==> config.mk <==
export PLATFORM = sky130hd
export DESIGN_NAME = reward_packer_flat
export DESIGN_NICKNAME = d
export VERILOG_FILES = /design/src/rtl/reward_pkg.sv /design/src/rtl/reward_packer_if.sv /design/src/rtl/reward_timer.sv /design/src/rtl/reward_packer.sv /design/src/flat_wrapper.sv
export SDC_FILE = /design/constraint.sdc
export NUM_CORES = 1
export LEC_CHECK = 0
export CAP_MARGIN = 25
export CORE_AREA = 2 2 133 135
export CTS_CLUSTER_SIZE = 12
export DETAILED_ROUTE_END_ITERATION = 10
export DIE_AREA = 0 0 135 137
export PLACE_DENSITY = 0.9
export SLEW_MARGIN = 20
export SYNTH_ARGS = -nofsm -noshare
export SYNTH_HDL_FRONTEND = slang
export SYNTH_HIERARCHICAL = 1
export SYNTH_SLANG_ARGS = --single-unit
==> constraint.sdc <==
create_clock -name clk -period 5.1 [get_ports clk]
set_input_delay 0.51 -clock clk [delete_from_list [all_inputs] [get_ports clk]]
set_output_delay 0.51 -clock clk [all_outputs]
set_load 0.01 [all_outputs]
==> src/rtl/reward_pkg.sv <==
// Shared types for the reward/packing stage: packet type codes, FSM states,
// and the internal source-select code used by reward_packer.
package reward_pkg;

  typedef enum logic [2:0] {
    PKT_HB      = 3'b000,
    PKT_CHE     = 3'b001,
    PKT_INV     = 3'b010,
    PKT_MR      = 3'b011,
    PKT_CHT     = 3'b100,
    PKT_DATA    = 3'b101,
    PKT_SOS     = 3'b110,
    PKT_INVALID = 3'b111
  } pkt_type_e;

  typedef enum logic {
    IDLE = 1'b0,
    SEND = 1'b1
  } state_e;

  typedef enum logic [2:0] {
    SEL_NONE,
    SEL_HB,
    SEL_INV,
    SEL_FWD,
    SEL_CH_INV,
    SEL_MR,
    SEL_CHT,
    SEL_OWN
  } sel_e;

  // BROADCAST_ID is all-ones at whatever word width the packer is built with.
  localparam logic BROADCAST_BIT = 1'b1;

endpackage

==> src/rtl/reward_packer_if.sv <==
// Packed-packet output bus from reward_packer to the radio TX stage,
// with a valid/ready handshake.
interface reward_packer_if #(
  parameter int unsigned WORD_WIDTH = 16
);
  logic [WORD_WIDTH-1:0] rSourceID;
  logic [WORD_WIDTH-1:0] rSourceHops;
  logic [WORD_WIDTH-1:0] rQValue;
  logic [WORD_WIDTH-1:0] rEnergyLeft;
  logic [WORD_WIDTH-1:0] rDestinationID;
  logic [WORD_WIDTH-1:0] rChosenCH;
  logic [WORD_WIDTH-1:0] rHopsFromCH;
  logic [2:0]            rPacketType;
  logic                  r_valid;
  logic                  r_ready;

  modport master (
    output rSourceID, rSourceHops, rQValue, rEnergyLeft, rDestinationID,
           rChosenCH, rHopsFromCH, rPacketType, r_valid,
    input  r_ready
  );

  modport slave (
    input  rSourceID, rSourceHops, rQValue, rEnergyLeft, rDestinationID,
           rChosenCH, rHopsFromCH, rPacketType, r_valid,
    output r_ready
  );
endinterface

==> src/rtl/reward_timer.sv <==
// Single down-counting wait timer shared by the INV-wait (non-CH) and
// MR-wait (CH) phases; expire pulses on the cycle the count goes 1 -> 0.
module reward_timer #(
  parameter int unsigned TO_WIDTH = 16
) (
  input  logic                clk,
  input  logic                nrst,
  input  logic                load,
  input  logic [TO_WIDTH-1:0] value,
  input  logic                cancel,
  output logic                expire
);

  logic [TO_WIDTH-1:0] cnt_q;

  always_ff @(posedge clk or negedge nrst) begin
    if (!nrst) begin
      cnt_q <= '0;
    end else if (load) begin
      cnt_q <= value;
    end else if (cancel) begin
      cnt_q <= '0;
    end else if (cnt_q != '0) begin
      cnt_q <= cnt_q - TO_WIDTH'(1);
    end
  end

  // A load or cancel in the final cycle supersedes the expiry.
  assign expire = (cnt_q == TO_WIDTH'(1)) && !load && !cancel;

endmodule

==> src/rtl/reward_packer.sv <==
// Node reward/packing stage: picks one outgoing packet per event, packs its
// header and offers it to TX. Optional SOS packing under `REWARD_SOS_EN.
module reward_packer
  import reward_pkg::*;
#(
  parameter int unsigned WORD_WIDTH    = 16,
  parameter int unsigned INV_HOP_LIMIT = 4,
  parameter int unsigned INV_TIMEOUT   = 10,
  parameter int unsigned MR_TIMEOUT    = 10,
  parameter int unsigned TO_WIDTH      = 16,
  parameter int unsigned DROP_WIDTH    = 8
) (
  input  logic                  clk,
  input  logic                  nrst,
  input  logic                  en,
  input  logic [2:0]            fPacketType,
  input  logic [WORD_WIDTH-1:0] fSourceID,
  input  logic [WORD_WIDTH-1:0] fSourceHops,
  input  logic [WORD_WIDTH-1:0] fQValue,
  input  logic [WORD_WIDTH-1:0] fEnergyLeft,
  input  logic [WORD_WIDTH-1:0] fHopsFromCH,
  input  logic [WORD_WIDTH-1:0] fChosenCH,
  input  logic                  iAmDestination,
  input  logic                  iHaveData,
  input  logic [WORD_WIDTH-1:0] myNodeID,
  input  logic [WORD_WIDTH-1:0] hopsFromSink,
  input  logic [WORD_WIDTH-1:0] myQValue,
  input  logic [WORD_WIDTH-1:0] myEnergy,
  input  logic                  role,
  input  logic                  low_E,
  input  logic [WORD_WIDTH-1:0] chosenCH,
  input  logic [WORD_WIDTH-1:0] hopsFromCH,
  input  logic [WORD_WIDTH-1:0] chosenHop,
  reward_packer_if.master       tx,
  output logic                  busy,
  output logic [DROP_WIDTH-1:0] drop_count
);

  localparam logic [WORD_WIDTH-1:0] BROADCAST_ID = {WORD_WIDTH{BROADCAST_BIT}};
  localparam logic [WORD_WIDTH-1:0] HOP_LIMIT_W  = WORD_WIDTH'(INV_HOP_LIMIT);

  typedef struct packed {
    pkt_type_e             typ;
    logic [WORD_WIDTH-1:0] src_id;
    logic [WORD_WIDTH-1:0] src_hops;
    logic [WORD_WIDTH-1:0] q_value;
    logic [WORD_WIDTH-1:0] energy;
    logic [WORD_WIDTH-1:0] dest_id;
    logic [WORD_WIDTH-1:0] chosen_ch;
    logic [WORD_WIDTH-1:0] hops_ch;
  } pkt_t;

  localparam pkt_t PKT_RESET = '{typ: PKT_INVALID, default: '0};

  function automatic logic [WORD_WIDTH-1:0] sat_inc(input logic [WORD_WIDTH-1:0] v);
    return (&v) ? v : v + WORD_WIDTH'(1);
  endfunction

  state_e                state_q, state_d;
  pkt_t                  pkt_q, pkt_d, pkt_new;
  sel_e                  sel;
  logic                  hb_lock_q, hb_lock_d;
  logic                  ch_inv_pend_q, ch_inv_pend_d;
  logic                  mr_pend_q, mr_pend_d;
  logic                  cht_pend_q, cht_pend_d;
  logic                  role_q;
  logic [DROP_WIDTH-1:0] drop_q, drop_d;

  logic                  hb_hit, inv_hit, fwd_hit;
  logic                  role_rise, role_fall;
  logic                  tmr_load, tmr_cancel, tmr_expire;
  logic [TO_WIDTH-1:0]   tmr_value;
  logic                  sos_fwd, sos_own;

`ifdef REWARD_SOS_EN
  assign sos_fwd = (fPacketType == PKT_SOS) || low_E;
  assign sos_own = low_E;
`else
  logic unused_low_e;
  assign unused_low_e = low_E;
  assign sos_fwd      = 1'b0;
  assign sos_own      = 1'b0;
`endif

  // Event qualifiers; in SEND these same conditions feed the drop counter.
  assign hb_hit  = en && (fPacketType == PKT_HB) && !hb_lock_q;
  assign inv_hit = en && (fPacketType == PKT_INV) && (fHopsFromCH < HOP_LIMIT_W);
  assign fwd_hit = en && ((fPacketType == PKT_DATA) || (fPacketType == PKT_SOS)) && iAmDestination;

  assign role_rise = role && !role_q;
  assign role_fall = !role && role_q;

  always_comb begin
    state_d = state_q;
    sel     = SEL_NONE;
    case (state_q)
      IDLE: begin
        if (hb_hit)             sel = SEL_HB;
        else if (inv_hit)       sel = SEL_INV;
        else if (fwd_hit)       sel = SEL_FWD;
        else if (ch_inv_pend_q) sel = SEL_CH_INV;
        else if (mr_pend_q)     sel = SEL_MR;
        else if (cht_pend_q)    sel = SEL_CHT;
        else if (iHaveData)     sel = SEL_OWN;
        if (sel != SEL_NONE) state_d = SEND;
      end
      SEND: if (tx.r_ready) state_d = IDLE;
      default: state_d = IDLE;
    endcase
  end

  always_comb begin
    pkt_new = '0;
    case (sel)
      SEL_HB: begin
        pkt_new.typ      = PKT_HB;
        pkt_new.src_id   = myNodeID;
        pkt_new.src_hops = sat_inc(fSourceHops);
        pkt_new.dest_id  = BROADCAST_ID;
      end
      SEL_INV: begin
        pkt_new.typ     = PKT_INV;
        pkt_new.src_id  = fSourceID;
        pkt_new.q_value = fQValue;
        pkt_new.hops_ch = sat_inc(fHopsFromCH);
        pkt_new.dest_id = BROADCAST_ID;
      end
      SEL_FWD: begin
        pkt_new.typ       = sos_fwd ? PKT_SOS : PKT_DATA;
        pkt_new.src_id    = fSourceID;
        pkt_new.src_hops  = fSourceHops;
        pkt_new.q_value   = fQValue;
        pkt_new.energy    = fEnergyLeft;
        pkt_new.chosen_ch = fChosenCH;
        pkt_new.hops_ch   = fHopsFromCH;
        pkt_new.dest_id   = chosenHop;
      end
      SEL_CH_INV: begin
        pkt_new.typ     = PKT_INV;
        pkt_new.src_id  = myNodeID;
        pkt_new.q_value = myQValue;
        pkt_new.hops_ch = WORD_WIDTH'(1);
        pkt_new.dest_id = BROADCAST_ID;
      end
      SEL_MR: begin
        pkt_new.typ       = PKT_MR;
        pkt_new.src_id    = myNodeID;
        pkt_new.src_hops  = hopsFromSink;
        pkt_new.q_value   = myQValue;
        pkt_new.energy    = myEnergy;
        pkt_new.chosen_ch = chosenCH;
        pkt_new.hops_ch   = hopsFromCH;
        pkt_new.dest_id   = chosenCH;
      end
      SEL_CHT: begin
        pkt_new.typ     = PKT_CHT;
        pkt_new.src_id  = myNodeID;
        pkt_new.q_value = myQValue;
        pkt_new.dest_id = BROADCAST_ID;
      end
      SEL_OWN: begin
        pkt_new.typ      = sos_own ? PKT_SOS : PKT_DATA;
        pkt_new.src_id   = myNodeID;
        pkt_new.src_hops = hopsFromSink;
        pkt_new.q_value  = myQValue;
        pkt_new.energy   = myEnergy;
        pkt_new.dest_id  = chosenHop;
      end
      default: pkt_new = '0;
    endcase
    pkt_d = (sel != SEL_NONE) ? pkt_new : pkt_q;
  end

  // Role rising edge re-arms the timer for the MR wait; any role edge kills
  // whatever wait was running. A fresh load always wins over the cancel.
  assign tmr_load   = role_rise || ((sel == SEL_HB) && !role);
  assign tmr_value  = role_rise ? TO_WIDTH'(MR_TIMEOUT) : TO_WIDTH'(INV_TIMEOUT);
  assign tmr_cancel = role_rise || role_fall;

  reward_timer #(
    .TO_WIDTH(TO_WIDTH)
  ) u_timer (
    .clk    (clk),
    .nrst   (nrst),
    .load   (tmr_load),
    .value  (tmr_value),
    .cancel (tmr_cancel),
    .expire (tmr_expire)
  );

  always_comb begin
    hb_lock_d     = hb_lock_q;
    ch_inv_pend_d = ch_inv_pend_q;
    mr_pend_d     = mr_pend_q;
    cht_pend_d    = cht_pend_q;
    drop_d        = drop_q;

    if (en && (fPacketType == PKT_DATA)) hb_lock_d = 1'b0;
    if (sel == SEL_HB)                   hb_lock_d = 1'b1;

    if (sel == SEL_CH_INV || role_fall) ch_inv_pend_d = 1'b0;
    if (role_rise)                      ch_inv_pend_d = 1'b1;

    if (sel == SEL_MR || role_rise) mr_pend_d = 1'b0;
    if (tmr_expire && !role)        mr_pend_d = 1'b1;

    if (sel == SEL_CHT || role_fall) cht_pend_d = 1'b0;
    if (tmr_expire && role)          cht_pend_d = 1'b1;

    if ((state_q == SEND) && (hb_hit || inv_hit || fwd_hit) && !(&drop_q))
      drop_d = drop_q + DROP_WIDTH'(1);
  end

  always_ff @(posedge clk or negedge nrst) begin
    if (!nrst) begin
      state_q       <= IDLE;
      pkt_q         <= PKT_RESET;
      hb_lock_q     <= 1'b0;
      ch_inv_pend_q <= 1'b0;
      mr_pend_q     <= 1'b0;
      cht_pend_q    <= 1'b0;
      role_q        <= 1'b0;
      drop_q        <= '0;
    end else begin
      state_q       <= state_d;
      pkt_q         <= pkt_d;
      hb_lock_q     <= hb_lock_d;
      ch_inv_pend_q <= ch_inv_pend_d;
      mr_pend_q     <= mr_pend_d;
      cht_pend_q    <= cht_pend_d;
      role_q        <= role;
      drop_q        <= drop_d;
    end
  end

  assign tx.r_valid        = (state_q == SEND);
  assign tx.rPacketType    = pkt_q.typ;
  assign tx.rSourceID      = pkt_q.src_id;
  assign tx.rSourceHops    = pkt_q.src_hops;
  assign tx.rQValue        = pkt_q.q_value;
  assign tx.rEnergyLeft    = pkt_q.energy;
  assign tx.rDestinationID = pkt_q.dest_id;
  assign tx.rChosenCH      = pkt_q.chosen_ch;
  assign tx.rHopsFromCH    = pkt_q.hops_ch;

  assign busy       = (state_q != IDLE);
  assign drop_count = drop_q;

endmodule

==> src/flat_wrapper.sv <==
// flat-port wrapper written by rule: the top's interface ports become plain ports
module reward_packer_flat import reward_pkg::*;
#(
  parameter int unsigned WORD_WIDTH    = 16,
  parameter int unsigned INV_HOP_LIMIT = 4,
  parameter int unsigned INV_TIMEOUT   = 10,
  parameter int unsigned MR_TIMEOUT    = 10,
  parameter int unsigned TO_WIDTH      = 16,
  parameter int unsigned DROP_WIDTH    = 8
)
  (clk, nrst, en, fPacketType, fSourceID, fSourceHops, fQValue, fEnergyLeft, fHopsFromCH, fChosenCH, iAmDestination, iHaveData, myNodeID, hopsFromSink, myQValue, myEnergy, role, low_E, chosenCH, hopsFromCH, chosenHop, busy, drop_count, tx_rSourceID, tx_rSourceHops, tx_rQValue, tx_rEnergyLeft, tx_rDestinationID, tx_rChosenCH, tx_rHopsFromCH, tx_rPacketType, tx_r_valid, tx_r_ready);
  reward_packer_if #(.WORD_WIDTH(WORD_WIDTH)) tx_i ();
  input  logic clk;
  input  logic nrst;
  input  logic en;
  input  logic [2:0] fPacketType;
  input  logic [WORD_WIDTH-1:0] fSourceID;
  input  logic [WORD_WIDTH-1:0] fSourceHops;
  input  logic [WORD_WIDTH-1:0] fQValue;
  input  logic [WORD_WIDTH-1:0] fEnergyLeft;
  input  logic [WORD_WIDTH-1:0] fHopsFromCH;
  input  logic [WORD_WIDTH-1:0] fChosenCH;
  input  logic iAmDestination;
  input  logic iHaveData;
  input  logic [WORD_WIDTH-1:0] myNodeID;
  input  logic [WORD_WIDTH-1:0] hopsFromSink;
  input  logic [WORD_WIDTH-1:0] myQValue;
  input  logic [WORD_WIDTH-1:0] myEnergy;
  input  logic role;
  input  logic low_E;
  input  logic [WORD_WIDTH-1:0] chosenCH;
  input  logic [WORD_WIDTH-1:0] hopsFromCH;
  input  logic [WORD_WIDTH-1:0] chosenHop;
  output logic busy;
  output logic [DROP_WIDTH-1:0] drop_count;
  output wire logic [$bits(tx_i.rSourceID)-1:0] tx_rSourceID;
  output wire logic [$bits(tx_i.rSourceHops)-1:0] tx_rSourceHops;
  output wire logic [$bits(tx_i.rQValue)-1:0] tx_rQValue;
  output wire logic [$bits(tx_i.rEnergyLeft)-1:0] tx_rEnergyLeft;
  output wire logic [$bits(tx_i.rDestinationID)-1:0] tx_rDestinationID;
  output wire logic [$bits(tx_i.rChosenCH)-1:0] tx_rChosenCH;
  output wire logic [$bits(tx_i.rHopsFromCH)-1:0] tx_rHopsFromCH;
  output wire logic [$bits(tx_i.rPacketType)-1:0] tx_rPacketType;
  output wire logic [$bits(tx_i.r_valid)-1:0] tx_r_valid;
  input wire logic [$bits(tx_i.r_ready)-1:0] tx_r_ready;
  assign tx_rSourceID = tx_i.rSourceID;
  assign tx_rSourceHops = tx_i.rSourceHops;
  assign tx_rQValue = tx_i.rQValue;
  assign tx_rEnergyLeft = tx_i.rEnergyLeft;
  assign tx_rDestinationID = tx_i.rDestinationID;
  assign tx_rChosenCH = tx_i.rChosenCH;
  assign tx_rHopsFromCH = tx_i.rHopsFromCH;
  assign tx_rPacketType = tx_i.rPacketType;
  assign tx_r_valid = tx_i.r_valid;
  assign tx_i.r_ready = tx_r_ready;
  reward_packer #(.WORD_WIDTH(WORD_WIDTH), .INV_HOP_LIMIT(INV_HOP_LIMIT), .INV_TIMEOUT(INV_TIMEOUT), .MR_TIMEOUT(MR_TIMEOUT), .TO_WIDTH(TO_WIDTH), .DROP_WIDTH(DROP_WIDTH)) u_core (.clk(clk), .nrst(nrst), .en(en), .fPacketType(fPacketType), .fSourceID(fSourceID), .fSourceHops(fSourceHops), .fQValue(fQValue), .fEnergyLeft(fEnergyLeft), .fHopsFromCH(fHopsFromCH), .fChosenCH(fChosenCH), .iAmDestination(iAmDestination), .iHaveData(iHaveData), .myNodeID(myNodeID), .hopsFromSink(hopsFromSink), .myQValue(myQValue), .myEnergy(myEnergy), .role(role), .low_E(low_E), .chosenCH(chosenCH), .hopsFromCH(hopsFromCH), .chosenHop(chosenHop), .tx(tx_i), .busy(busy), .drop_count(drop_count));
endmodule
==> impl_metrics.csv, run 1 <==
group,metric,value,unit
clocking,cts_setup_buffers,0,
floorplanning,fp.dieArea,0.0185,sq mm
floorplanning,design.core.area,0.0171,sq mm
final_layout,final_design_area_no_fill,0.0119,sq mm
detailed_routing,finalWirelength,26.2,mm
detailed_routing,route.detailed.drc,0,
pwr,share_comb_of_total_power,34.6,%
clocking,number_of_resized_instances_in_the_post_cts_repair_step,0,
global_route,first_pass_grt_wire_length,40.0,mm
sta,post-route-min-period,3.62,ns
sta,timing.clock.skew,0.00707,ns
worst_setup_path,cpMaxStageDelayCell,"sky130_fd_sc_hd__clkdlybuf4s50_1",
sta,final_hold_viol_count,0,
floorplanning,boundaryPins,344,
clocking,cts_root_buffer,"sky130_fd_sc_hd__clkbuf_16",
worst_setup_path,r2r_cells,11,
final_layout,antenna_cells_inserted,0,
clocking,cts_hold_buf,0,
global_route,gr-usage-all-layers,27.7,%
pwr,worst_voltage_drop_across_the_vdd_grid,0.260,mV
sta,hold_ws,0.469,ns
detailed_routing,vias,7639,
worst_setup_path,cp.buffers_inverters,3,
synthesis,synth-warning-count,6,
synthesis,synth-seq-cells,145,
sta,rsz0062_at_grt,"no",
worst_setup_path,r2r_start,"u_core/cht_pend_q$_DFFE_PN0P_",
final_layout,area.growth.synth_to_final,57.9,%
global_route,grt_max_degree,104,
place,placedInstanceArea,0.0112,sq mm
sta,final.setup.tns,0,ns
synthesis,ys_async_sr_fraction,100,%
worst_setup_path,crit_path_start,"en",
global_route,number_of_antenna_violations_at_the_first_check_in_global_routing,0,
sta,report.final.setup_viol,0,
clocking,cts_sinks,145,
global_route,first_global_vias,7739,
detailed_routing,route.detailed.vias_per_inst,5.75,
sta,drv_slew,0,
clocking,clk_pin_slew,0.06,ns
pwr,share_of_total_power_consumed_by_net_switching,30.6,%
floorplanning,placement_rows,48,
clocking,tritoncts,"built",
final_layout,nFillCells,1293,
pwr,net-switching-power,1390,uW
synthesis,ys_types,71,
worst_setup_path,timing.critical_path.to_type,"register",
pwr,power.internal,3160,uW
final_layout,finalCoreUtilization,69.5,%
place,gp_congestion,0.940,
worst_setup_path,critical-path-max-stage-delay,0.62,ns
floorplanning,initial_cell_density_of_the_core,44.0,%
worst_setup_path,path_delay_family,"simple AND/OR/NAND/NOR gates",
worst_setup_path,cp_data_arrival_time,3.97,ns
pwr,clockPowerShare,29.3,%
sta,worst_slew_margin_rel,34.0,%
floorplanning,die_width,135,um
final_layout,fin_nets,1316,
worst_setup_path,timing.critical_path.required,5.44,ns
synthesis,synth.yosys.seq_area_share,48.4,%
pwr,power_density,384,mW/mm^2
synthesis,edff_count_synth,0,
clocking,clock_insertion_delay_worst_skew,0.42,ns
pwr,register_share_of_total_power,36.0,%
place,place_hpwl,19.1,mm
worst_setup_path,critical_path.max_fanout,19,
worst_setup_path,worstPathCellList,"clkdlybuf4s50_1 > or4b_1 > nor3_1 > a22o_4 > or3_1 > mux2i_1 > buf_4 > nor2_1 > buf_4 > nand2_1 > nor4_4 > mux2i_1",
place,numPortBuffers,342,
min_path,holdCritStartpoint,"u_core/tx.rPacketType[0]$_DFFE_PN1P_",
pwr,leakage,0.00517,uW
worst_setup_path,crit_path_start_kind,"input pin",
synthesis,postSynthCellCount,749,
synthesis,synth_flop_cell,"sky130_fd_sc_hd__dfrtp_1",
detailed_routing,routedWlPerCell,19.8,um
global_route,grt.overflow.total,0,
synthesis,mappedNetlistArea,0.00751,sq mm
detailed_routing,drtIter0Drc,437,
synthesis,syn_avg_cell_area,10.0,sq um
min_path,min-delay-path-class,"register to register",
clocking,clock_tree.buffer_depth,2,
worst_setup_path,worst-path-stages,12,
detailed_routing,drt.antenna.violating_nets,0,
clocking,tritoncts.num_buffers,17,
outcome,outcome,"complete, no violations",
sta,final_min_period_over_clock_period,71.0,%
clocking,clock_tree.htree_level_count,4,
sta,worst_pin_slew,0.986,ns
final_layout,fraction_of_layout_cells_with_a_size_suffix_above_1,6.26,%
min_path,worst_hold_path.num_cells,2,
floorplanning,chipHeight,137,um
sta,maxClockFrequency,0.276,GHz
run,maxCapViolCount,0,
worst_setup_path,timing_worst_setup_path_type,"input pin to register",
detailed_routing,number_of_detailed_routing_iterations_run_before_antenna_repair,6,
==> Yosys cell counts, drive strengths merged, types with 4 or more instances <==
cell type  instances  area share, %
dfrtp            142             47
nand2             66            3.3
o21ai             52            3.5
a21o              35            3.5
a221o             35            4.7
a22o              34            4.1
and2              30            2.5
nor2              29            1.5
inv               28            1.4
buf               25            1.9
a22oi             24            2.4
clkbuf            24            1.2
a21oi             22            1.6
nand3             21            1.4
nor4              19            1.9
o22ai             19            1.6
nor3              16            1.3
xnor2             13            1.5
nand4             10           0.83
mux2i              9            1.2
xor2               9            1.0
and3               7           0.58
ha                 7            1.2
a32oi              5           0.58
or4                5           0.60
a31oi              4           0.33
nor3b              4           0.40
==> worst paths after layout <==
check | slack [ns] | endpoint
max | 1.48 | u_core/u_timer/cnt_q[1]$_DFFE_PN0P_
min | 0.47 | u_core/tx.rPacketType[0]$_DFFE_PN1P_
max reg2reg | 2.04 | u_core/u_timer/cnt_q[1]$_DFFE_PN0P_
min reg2reg | 0.47 | u_core/tx.rPacketType[0]$_DFFE_PN1P_
max in group asynchronous | 3.63 | u_core/u_timer/cnt_q[2]$_DFFE_PN0P_
min in group asynchronous | 0.56 | u_core/tx.rSourceID[11]$_DFFE_PN0P_
==> logic make-up (layout without fill, tap and decap cells) <==
group / Yosys count / in the layout / synth area share [%]
muxes: 10 / 10 / 1.35
other: 2 / 16 / 0.100
DFF: 145 / 145 / 48.4
AOI/OAI and AO/OA: 260 / 260 / 25.8
xor gates and xnor gates: 22 / 22 / 2.57
buffers and inverters: 77 / 417 / 4.50
adders and majority gates: 7 / 7 / 1.17
and+or+nand+nor: 226 / 226 / 16.2
==> power groups by stage <==
stage,registers (uW),logic (uW),clock network [uW]
floorplan,1740,568,0
global placement,1630,1520,0
detailed placement,1650,1570,0
CTS,1640,1580,1370
global route,1670,1690,1420
finish,1640,1580,1340
==> per-stage QoR <==
stage / worst slack, ns / total power (uW) / std cells
global placement: 1.16 / 3160 / 1293
global route: 1.17 / 4780 / 1328
finish: 1.48 / 4560 / 1328
floorplan: 1.97 / 2300 / 763
detailed placement: 1.07 / 3220 / 1294
CTS: 1.51 / 4580 / 1326
==> tightest hold or removal path, cell delays in order (launching register included) <==
cell and delay (ns):
sky130_fd_sc_hd__dfstp_2 0.37, sky130_fd_sc_hd__nand2_1 0.05, sky130_fd_sc_hd__nand2_1 0.05
==> per-layer routing <==
metal | part of all wire, % | vias to the layer above | global-route usage, % | wire length, um
met5 | 0 | - | 0 | 0
met3 | 8.4 | 70 | 7.85 | 2210
li1 | - | 3496 | - | -
met1 | 39 | 3683 | 32.2 | 10200
met4 | 3.2 | 0 | 12.5 | 831
met2 | 50 | 390 | 47.7 | 13000
==> sequential cells by signal, indices dropped and copies added (netlist names) <==
register	cells
u_core/drop_count	8
u_core/mr_pend_q	1
u_core/tx.rDestinationID	16
u_core/role_q	1
u_core/hb_lock_q	1
u_core/tx.rHopsFromCH	16
u_core/tx.rSourceHops	16
u_core/ch_inv_pend_q	1
u_core/cht_pend_q	1
u_core/tx.rEnergyLeft	16
u_core/u_timer/cnt_q	16
u_core/tx.rQValue	16
u_core/tx.rSourceID	16
u_core/tx.rChosenCH	16
u_core/tx.rPacketType	3
u_core/busy	1
==> cells in the final DEF (no fill, tap or decap), types with 4 or more instances in the layout <==
| cell type | n |
|---|---|
| sky130_fd_sc_hd__clkdlybuf4s50_1 | 341 |
| sky130_fd_sc_hd__nor3_1 | 13 |
| sky130_fd_sc_hd__a21o_1 | 35 |
| sky130_fd_sc_hd__bufinv_16 | 4 |
| sky130_fd_sc_hd__ha_1 | 7 |
| sky130_fd_sc_hd__a22o_1 | 33 |
| sky130_fd_sc_hd__nand2_1 | 66 |
| sky130_fd_sc_hd__nor3b_1 | 4 |
| sky130_fd_sc_hd__inv_1 | 28 |
| sky130_fd_sc_hd__conb_1 | 16 |
| sky130_fd_sc_hd__nand3_1 | 21 |
| sky130_fd_sc_hd__o22ai_1 | 19 |
| sky130_fd_sc_hd__o21ai_0 | 49 |
| sky130_fd_sc_hd__buf_4 | 11 |
| sky130_fd_sc_hd__and3_1 | 7 |
| sky130_fd_sc_hd__nor4_1 | 16 |
| sky130_fd_sc_hd__nand4_1 | 10 |
| sky130_fd_sc_hd__clkbuf_16 | 17 |
| sky130_fd_sc_hd__xnor2_1 | 13 |
| sky130_fd_sc_hd__a221o_1 | 35 |
| sky130_fd_sc_hd__a31oi_1 | 4 |
| sky130_fd_sc_hd__mux2i_1 | 9 |
| sky130_fd_sc_hd__and2_1 | 30 |
| sky130_fd_sc_hd__xor2_1 | 9 |
| sky130_fd_sc_hd__a32oi_1 | 5 |
| sky130_fd_sc_hd__a22oi_1 | 24 |
| sky130_fd_sc_hd__nor2_1 | 28 |
| sky130_fd_sc_hd__a21oi_1 | 20 |
| sky130_fd_sc_hd__dfrtp_1 | 142 |
==> layout make-up <==
| type | count | area, sq um | area share (%) |
|---|---|---|---|
| sequential | 145 | 3630 | 30.6 |
| inverter | 28 | 105 | 0.886 |
| tap | 225 | 282 | 2.37 |
| timing repair buffer | 357 | 3590 | 30.3 |
| multi-input combinational | 541 | 3620 | 30.5 |
| clock inverter | 11 | 179 | 1.51 |
| clock buffer | 21 | 450 | 3.80 |
Note: power is estimated with default switching activity, not from simulation.
==> run 2, diff against run 1 <==
--- a/config.mk
+++ b/config.mk
@@ -6,11 +6,10 @@
 export NUM_CORES = 1
 export LEC_CHECK = 0
 export CAP_MARGIN = 25
-export CORE_AREA = 2 2 133 135
+export CORE_UTILIZATION = 38
 export CTS_CLUSTER_SIZE = 12
 export DETAILED_ROUTE_END_ITERATION = 10
-export DIE_AREA = 0 0 135 137
-export PLACE_DENSITY = 0.9
+export PLACE_DENSITY = 0.82
 export SLEW_MARGIN = 20
 export SYNTH_ARGS = -nofsm -noshare
 export SYNTH_HDL_FRONTEND = slang
==> constraint.sdc (replaced) <==
create_clock -name clk -period 2.9 [get_ports clk]
set_input_delay 0.29 -clock clk [delete_from_list [all_inputs] [get_ports clk]]
set_output_delay 0.29 -clock clk [all_outputs]
set_load 0.01 [all_outputs]
==> run 2 against run 1 <==
  * Combinational power rose by 80%
  * Core utilization fell by 6.3 points
  * Non-clock buffer count grew 43
  * Global-route usage is 2.3 points lower
  * Hold slack worse by 0.050 ns
  * Clock power up 74%
  * Critical path depth is 2 lower
  * Power increased by 77%
  * Clock skew increased by 0.0024 ns
  * Via count grew 0.71%
  * First-iteration DRC count is 6.9% lower
  * Setup slack got worse by 1.3 ns
  * Critical endpoint is now u_core/u_timer/cnt_q[4]$_DFFE_PN0P_
==> impl_metrics.csv, run 2 (synthesis gave the netlist of run 1 again) <==
group,metric,value,unit
sta,rsz0062_at_grt,"no",
worst_setup_path,crit_path_start_kind,"input pin",
global_route,gr-usage-all-layers,25.4,%
worst_setup_path,worstReg2RegEnd,"u_core/u_timer/cnt_q[8]$_DFFE_PN0P_",
clocking,cts_setup_buffers,0,
detailed_routing,route.detailed.drc,0,
detailed_routing,drt.antenna.violating_nets,0,
place,gp_congestion,0.930,
floorplanning,chipHeight,143,um
pwr,leakage,0.00537,uW
sta,maxClockFrequency,0.365,GHz
clocking,clk_pin_slew,0.06,ns
clocking,clock_tree.buffer_depth,2,
sta,post-route-min-period,2.74,ns
floorplanning,initial_cell_density_of_the_core,38.7,%
outcome,outcome,"complete, no violations",
final_layout,final_cell_count_no_fill,1411,
global_route,first_global_vias,7671,
global_route,number_of_antenna_violations_at_the_first_check_in_global_routing,2,
global_route,grt_max_degree,60,
worst_setup_path,crit_path_start,"en",
place,numPortBuffers,342,
final_layout,fin_nets,1359,
sta,drv_slew,0,
place,placed_cells_incl_taps,1378,
worst_setup_path,r2r_start,"u_core/hb_lock_q$_DFFE_PN0P_",
final_layout,nFillCells,1616,
pwr,finalPower,8040,uW
worst_setup_path,timing.critical_path.to_type,"register",
detailed_routing,number_of_detailed_routing_iterations_run_before_antenna_repair,5,
final_layout,top_library_cells_by_usage_in_the_layout_fill_and_taps_aside,"sky130_fd_sc_hd__clkdlybuf4s50_1 (341), sky130_fd_sc_hd__dfrtp_1 (142), sky130_fd_sc_hd__nand2_1 (66), sky130_fd_sc_hd__buf_4 (50), sky130_fd_sc_hd__o21ai_0 (49)",
worst_setup_path,r2r_cells,10,
detailed_routing,routedWlPerCell,18.5,um
floorplanning,fp.dieArea,0.0203,sq mm
detailed_routing,finalWirelength,26.1,mm
worst_setup_path,cp_data_arrival_time,3.01,ns
clocking,cts_root_buffer,"sky130_fd_sc_hd__clkbuf_16",
final_layout,area.growth.synth_to_final,63.3,%
sta,timing.clock.skew,0.00949,ns
clocking,tritoncts,"built",
global_route,first_pass_grt_wire_length,39.9,mm
clocking,tritoncts.num_buffers,17,
floorplanning,placement_rows,51,
worst_setup_path,end_of_the_critical_path,"u_core/u_timer/cnt_q[4]$_DFFE_PN0P_",
sta,final_hold_viol_count,0,
pwr,power_density,656,mW/mm^2
detailed_routing,drtIter0Drc,407,
sta,worst_slew_margin_rel,41.2,%
worst_setup_path,timing_worst_setup_path_type,"input pin to register",
floorplanning,design.core.area,0.0194,sq mm
detailed_routing,route.detailed.vias_per_inst,5.45,
final_layout,most_common_library_cell_in_the_layout_ignoring_fill_and_taps,"sky130_fd_sc_hd__clkdlybuf4s50_1",
floorplanning,boundaryPins,344,
global_route,grt.overflow.total,0,
sta,worst_pin_slew,0.877,ns
place,place_hpwl,19.3,mm
sta,report.final.setup_viol,0,
pwr,worst_voltage_drop_across_the_vdd_grid,0.421,mV
clocking,clock_insertion_delay_worst_skew,0.42,ns
worst_setup_path,timing.critical_path.required,3.17,ns
floorplanning,die_width,143,um
run,maxCapViolCount,0,
min_path,min-delay-path-class,"input pin to asynchronous set/reset pin",
sta,final_min_period_over_clock_period,94.4,%
sta,hold_ws,0.419,ns
worst_setup_path,timing.reg2reg.setup_slack,0.35,ns
clocking,clock_tree.htree_level_count,4,
worst_setup_path,critical_path.max_fanout,4,
final_layout,fraction_of_layout_cells_with_a_size_suffix_above_1,9.96,%
clocking,cts_sinks,145,
detailed_routing,vias,7693,
[run 2: changes by cell type in the layout (fill, tap and decap cells not counted), moves of 2 or more]
cell	before	now
sky130_fd_sc_hd__clkinv_4	3	1
sky130_fd_sc_hd__buf_4	11	50
sky130_fd_sc_hd__clkinvlp_4	2	4
sky130_fd_sc_hd__buf_12	1	7
sky130_fd_sc_hd__clkbuf_1	3	1
sky130_fd_sc_hd__clkinv_2	0	2
sky130_fd_sc_hd__buf_16	2	0
[run 2: repair_timing]
item / CTS / global route
hold buffers: 1 / 0
resized for setup: 0 / 1
hold endpoints to repair: 56 / 0
endpoints found under the setup margin: 0 / 4
[run 2: final cells by class]
type                    instances  area (sq um)  share of cell area [%]
well taps                     265           332                    2.70
clock inverters                13           186                    1.52
clock buffers                  18           429                    3.50
diodes                          1          2.50                  0.0204
flip-flops and latches        145          3630                    29.6
inverters                      28           105                   0.857
repair buffers                400          3950                    32.2
multi-input cells             541          3620                    29.6
[run 2: worst min-delay path by stage]
stage               depth (start not counted)                              endpoint      startpoint  slack (ns)
detailed placement                          1    u_core/tx.rSourceID[7]$_DFFE_PN0P_            nrst        0.30
CTS                                         2    u_core/tx.rSourceID[7]$_DFFE_PN0P_            nrst        0.41
global placement                            1    u_core/tx.rSourceID[7]$_DFFE_PN0P_            nrst        0.30
global route                                3  u_core/tx.rEnergyLeft[6]$_DFFE_PN0P_  fEnergyLeft[6]        0.43
floorplan                                   0                 u_core/busy$_DFF_PN0_            nrst      -0.006
finish                                      2    u_core/tx.rSourceID[7]$_DFFE_PN0P_            nrst        0.42
[run 2: power by group]
group	internal, uW	total, uW	switching [uW]
registers	2520	2870	353
clock network	1440	2330	894
logic	1620	2840	1220
total	5580	8040	2470
[run 2: metrics by stage]
stage / util [%] / instance area, sq um / setup TNS [ns] / setup slack [ns]
after floorplan: - / 7560 / 0 / 0.101
after global placement: 60.0 / 11600 / -2.50 / -0.220
after detailed placement: 60.0 / 11600 / -4.63 / -0.322
after CTS: 63.2 / 12300 / 0 / 0.0865
after global routing: 63.2 / 12300 / 0 / 0.00698
final: 63.2 / 12300 / 0 / 0.162
[run 2: worst max-delay path, cell delays in order]
cell	delay (ns)
sky130_fd_sc_hd__clkdlybuf4s50_1	0.51
sky130_fd_sc_hd__or4b_1	0.52
sky130_fd_sc_hd__nor3_1	0.30
sky130_fd_sc_hd__a22o_4	0.17
sky130_fd_sc_hd__or3_1	0.12
sky130_fd_sc_hd__mux2i_1	0.10
sky130_fd_sc_hd__buf_4	0.15
sky130_fd_sc_hd__or2_2	0.28
sky130_fd_sc_hd__buf_4	0.15
sky130_fd_sc_hd__o41ai_1	0.41
[run 2: per-layer routing]
metal	track usage [%]	vias up	share of wire (%)
met5	0	-	0.050
met4	13.1	2	3.8
met3	6.19	67	7.5
met2	42.6	343	49
met1	30.3	3699	40
li1	-	3582	-
